$ cat src/rtl/dmem_arbiter.sv
// dmem_arbiter: shares one data-memory port between the CPU and an external requester (define DMEM_ARB_CPU_PRIO_EN for strict CPU priority)
module dmem_arbiter #(
    parameter int AW        = 32,
    parameter int DW        = 32,
    parameter int MAX_BURST = 4
) (
    input  logic          clk,
    input  logic          rst,
    input  logic          cpu_req,
    input  logic          cpu_we,
    input  logic [AW-1:0] cpu_addr,
    input  logic [DW-1:0] cpu_wdata,
    output logic          cpu_gnt,
    output logic          cpu_rvalid,
    output logic [DW-1:0] cpu_rdata,
    input  logic          ext_req,
    input  logic          ext_we,
    input  logic [AW-1:0] ext_addr,
    input  logic [DW-1:0] ext_wdata,
    output logic          ext_gnt,
    output logic          ext_rvalid,
    output logic [DW-1:0] ext_rdata,
    output logic          mem_we,
    output logic [AW-1:0] mem_addr,
    output logic [DW-1:0] mem_wdata,
    input  logic [DW-1:0] mem_rdata,
    output logic          busy
);
    typedef enum logic [1:0] {IDLE, OWN_CPU, OWN_EXT} state_t;
    state_t state, state_nx;
    logic   gc, ge, rd_pend, rd_ext;
`ifdef DMEM_ARB_CPU_PRIO_EN
    // strict CPU priority; state only remembers the last owner for busy
    always_comb begin
        gc       = cpu_req;
        ge       = ext_req & ~cpu_req;
        state_nx = gc ? OWN_CPU : ge ? OWN_EXT : IDLE;
    end
    // owner register
    always_ff @(posedge clk) begin
        if (!rst) state <= IDLE;
        else      state <= state_nx;
    end
`else
    localparam logic [2:0] MAXC = 3'(MAX_BURST);
    logic [2:0] cnt, cnt_nx;
    logic       own_ext, mine, other;
    assign own_ext = state == OWN_EXT;
    assign mine    = own_ext ? ext_req : cpu_req;
    assign other   = own_ext ? cpu_req : ext_req;
    // burst-limited round robin: owner keeps the port until it idles or hits the burst cap while contended
    always_comb begin
        gc       = 1'b0;
        ge       = 1'b0;
        state_nx = IDLE;
        cnt_nx   = 3'd0;
        if (state == IDLE) begin
            gc = cpu_req;
            ge = ext_req & ~cpu_req;
        end else if (mine && !(other && cnt >= MAXC)) begin
            gc = ~own_ext;
            ge = own_ext;
        end else if (other) begin
            gc = own_ext;
            ge = ~own_ext;
        end
        state_nx = gc ? OWN_CPU : ge ? OWN_EXT : IDLE;
        cnt_nx   = !(gc || ge) ? 3'd0 : (state_nx != state) ? 3'd1 : (cnt >= MAXC) ? MAXC : cnt + 3'd1;
    end
    // owner and burst counter registers
    always_ff @(posedge clk) begin
        if (!rst) begin
            state <= IDLE;
            cnt   <= 3'd0;
        end else begin
            state <= state_nx;
            cnt   <= cnt_nx;
        end
    end
`endif
    // one-entry tag: remembers who issued the read whose data arrives next cycle
    always_ff @(posedge clk) begin
        if (!rst) begin
            rd_pend <= 1'b0;
            rd_ext  <= 1'b0;
        end else begin
            rd_pend <= (gc & ~cpu_we) | (ge & ~ext_we);
            rd_ext  <= ge;
        end
    end
    assign cpu_gnt    = rst & gc;
    assign ext_gnt    = rst & ge;
    assign mem_we     = rst & ((gc & cpu_we) | (ge & ext_we));
    assign mem_addr   = !rst ? '0 : gc ? cpu_addr : ge ? ext_addr : '0;
    assign mem_wdata  = !rst ? '0 : gc ? cpu_wdata : ge ? ext_wdata : '0;
    assign cpu_rvalid = rst & rd_pend & ~rd_ext;
    assign ext_rvalid = rst & rd_pend & rd_ext;
    assign cpu_rdata  = cpu_rvalid ? mem_rdata : '0;
    assign ext_rdata  = ext_rvalid ? mem_rdata : '0;
    assign busy       = rst & ((state != IDLE) | rd_pend);
endmodule

$ cat config.mk
export PLATFORM = sky130hd
export DESIGN_NAME = dmem_arbiter
export DESIGN_NICKNAME = d
export VERILOG_FILES = /design/src/rtl/dmem_arbiter.sv
export SDC_FILE = /design/constraint.sdc
export NUM_CORES = 1
export LEC_CHECK = 0
export CORE_AREA = 4 4 114 116
export DETAILED_ROUTE_END_ITERATION = 16
export DIE_AREA = 0 0 118 120
export PLACE_DENSITY = 0.57
export SYNTH_ARGS = -nofsm -noshare
export SYNTH_HDL_FRONTEND = slang
export SYNTH_SLANG_ARGS = --single-unit
$ cat constraint.sdc
create_clock -name clk -period 2.2 [get_ports clk]
set_clock_uncertainty 0.05 [all_clocks]
set_input_delay 0.44 -clock clk [delete_from_list [all_inputs] [get_ports clk]]
set_output_delay 0.44 -clock clk [all_outputs]
set_load 0.005 [all_outputs]
==> run summary <==
- **All-Layer GR Usage** 0.168
- **vias in the first global route** 3209
- **HP Class** input port to register
- **post-synthesis instance area** 0.00149 sq mm
- **failing checks** setup timing
- **routed wire length per instance** 19.9 um
- **most common library cells after synthesis** 66 x a22o_1, 64 x and2_1, 11 x buf_2
- **total global routing overflow** 0
- **max-cap violations** 0
- **final setup TNS** -4.83 ns
- **Boundary Pins** 300
- **Sinks on Clock Net** 7
- **Synth Net Count** 362
- **leakage** 2.90 nW
- **worst rel slew slack** 0.843
- **share of synthesized cell area in and, or, nand and nor gates** 0.337
- **number of unique standard cell types used by synthesis** 26
- **cells taking the most area after synthesis** a22o_1 39%, and2_1 27%, dfxtp_1 9.4%, buf_2 3.7%, buf_6 2.3%
- **Setup Viol. Count Final** 65
- **total via count after detailed routing** 2926
- **Port-buffer cells** 299
- **Reg2Reg Setup Slack** 0.69 ns
- **FFs w/ async S/R, synth** 0
- **Synth-to-Final Area Change** 252%
- **min Tclk post-route** 2.34 ns
- **DRT Pass-1 Iters** 4
- **Routed WL** 13.6 mm
- **cts bufs inserted** 3
- **starting density of the core** 0.125
- **Max Clock Freq** 426 MHz
- **endpoint required time on the critical path** 1.71 ns
- **smallest setup slack after layout** -0.145 ns
- **share of synthesized cell area in full adder, half adder and majority cells** 0.0168
- **YS warnings** 0
- **post-route fraction of the period consumed by the critical path** 1.07
- **clock tree buffer depth** 2
- **clock insertion delay at the later pin of the skew report** 0.23 ns
- **Least-Margin Pin Slew** 0.233 ns
- **average size of a mapped cell** 7.69 sq um
- **share of cell area taken by muxes after synthesis** 0
- **DRT antenna net count** 0
- **sort of element at the end of the critical path** output pin
- **Die Wd** 118 um
- **area of the die** 0.0142 sq mm
- **element type at the critical path start** register
- **max-slew violation total from the final report** 0
- **H-Tree Depth** 1
- **CTS tree** yes
- **largest net degree at the start of global routing** 24
- **per-cell via count in the routed design** 4.29
- **RePlAce Congestion** 0.793
- **count of flip-flops with a built-in enable after synthesis** 0
- **worst-path maximum fanout** 8
- **P per Cell Area** 235 mW/mm^2
- **Core Rows** 40
- **hold slack** 0.462 ns
- **core region area** 0.0119 sq mm
- **initial DRC count** 50
- **worst vdd ir** 0.170 mV
- **half-perimeter wire length after detailed placement** 10.3 mm
- **Root Buffer Master** clkbuf_16
- **number of antenna violations at the first check in global routing** 1
- **Top FF cell, synth** dfxtp_1
- **top-area cell type share of the netlist area** 0.388
- **cell with the most instances after synthesis** a22o_1
- **total DRC errors in the routed layout** 0
- **first-pass GRT wire length** 18.8 mm
- **Final Hold Fails** 0
- **y dimension of the die** 120 um
- **path type of the worst setup path** register to output pin
- **arrival time reported for the critical path endpoint** 1.85 ns
- **proportion of layout cells with a drive suffix above 1** 0.264
- **cell type with the largest total area after synthesis** a22o_1
- **status** finished with violations
- **main combinational cell family by area after synthesis** compound AO/OA/AOI/OAI gates
- **Final Total Pwr** 1.23 mW
- **Post-Place Worst Slack** -0.757 ns
- **final net count** 703
- **unrepaired setup endpoints after global routing** yes
- **post-synthesis instance total** 194
- **register bit total from synthesis** 7
- **Synth Area in Compound Gates** 0.460
- **share of the yosys chip area belonging to registers** 0.0940
- **Clock Pin Slew Worst Setup and Hold Paths** 0.04 ns
- **area share of xor/xnor cells in the synthesized design** 0
## cell type report
type	count	area, sq um
clock buffers	4	78.8
fillers	1172	6660
well taps	147	184
multi-input cells	161	1240
flip-flops and latches	7	144
repair buffers	358	3590
inverters	4	15.0
diodes	1	2.50
## cells by family (layout without fill, tap and decap cells)
kind of cell             count (synthesis)  in the layout
flip-flops                               7              7
buffers and inverters                   26            366
adder cells (fa/ha/maj)                  2              2
AND/OR/NAND/NOR                         80             80
other                                    0              1
AO/OA/AOI/OAI                           79             79
## registers in the layout, indices dropped and copies added, names as in the netlist
signal,flops
cnt,3
rd_ext,1
rd_pend,1
state,2
## what timing repair did
| action | 4_1_cts | 5_1_grt |
|---|---|---|
| buffers inserted | 14 | 7 |
| hold buffers | 0 | 0 |
| gates cloned | 8 | 8 |
| pin swaps | 32 | 20 |
| endpoints found under the setup margin | 134 | 92 |
| resized for setup | 321 | 68 |
## worst paths after layout
kind / start / endpoint / depth (start not counted)
worst max-delay path: state[0] / mem_addr[7] / 7
worst min-delay path: rst / state[0] / 3
worst max register to register: state[0] / rd_pend / 5
worst min register to register: state[0] / state[0] / 2
## layout by cell type (no fill, tap or decap), types with 2 or more instances in the layout
master / synthesis / routed
buf_8: 0 / 4
inv_1: 4 / 4
clkdlybuf4s50_1: 0 / 166
buf_2: 11 / 56
clkbuf_16: 0 / 9
nand2b_1: 3 / 3
ha_1: 2 / 2
a22o_1: 66 / 66
a31oi_1: 2 / 2
clkbuf_2: 0 / 7
buf_16: 0 / 6
dlygate4sd2_1: 0 / 38
nand3b_1: 3 / 3
dfxtp_2: 0 / 3
a21oi_1: 4 / 4
buf_4: 1 / 19
nand2_1: 4 / 3
buf_12: 0 / 9
and2_1: 64 / 64
buf_6: 3 / 20
dfxtp_1: 7 / 4
dlymetal6s2s_1: 0 / 25
## where the power goes
| group | switching, mW | leakage, nW | internal [mW] |
|---|---|---|---|
| Clock | 0.0726 | 0.0382 | 0.242 |
| Combinational | 0.249 | 2.81 | 0.530 |
| Sequential | 0.00531 | 0.0588 | 0.134 |
## per-stage QoR
step / instances / area, sq um / util
after global routing: 682 / 5250 / 0.441
after floorplan: 194 / 1490 / -
final: 682 / 5250 / 0.441
after global placement: 645 / 4820 / 0.405
after CTS: 671 / 5040 / 0.423
after detailed placement: 645 / 4820 / 0.405
## critical path, stage by stage, from the launching register on
cell and delay [ns]:
dfxtp_2 0.32, or3b_4 0.41, a31oi_4 0.20, buf_12 0.19
buf_12 0.12, clkbuf_16 0.13, a22o_1 0.12, buf_2 0.12
## per-layer routing
layer  global-route usage  vias up  part of all wire  routed length [um]
met5                    0        -                 0                   0
met4               0.0264        0             0.015                 208
met3               0.0561       14             0.087                1190
met2                0.339      190              0.54                7330
met1                0.169     1305              0.36                4870
li1                     -     1417                 -                   -
No activity file was read; power rests on OpenSTA's default activity.
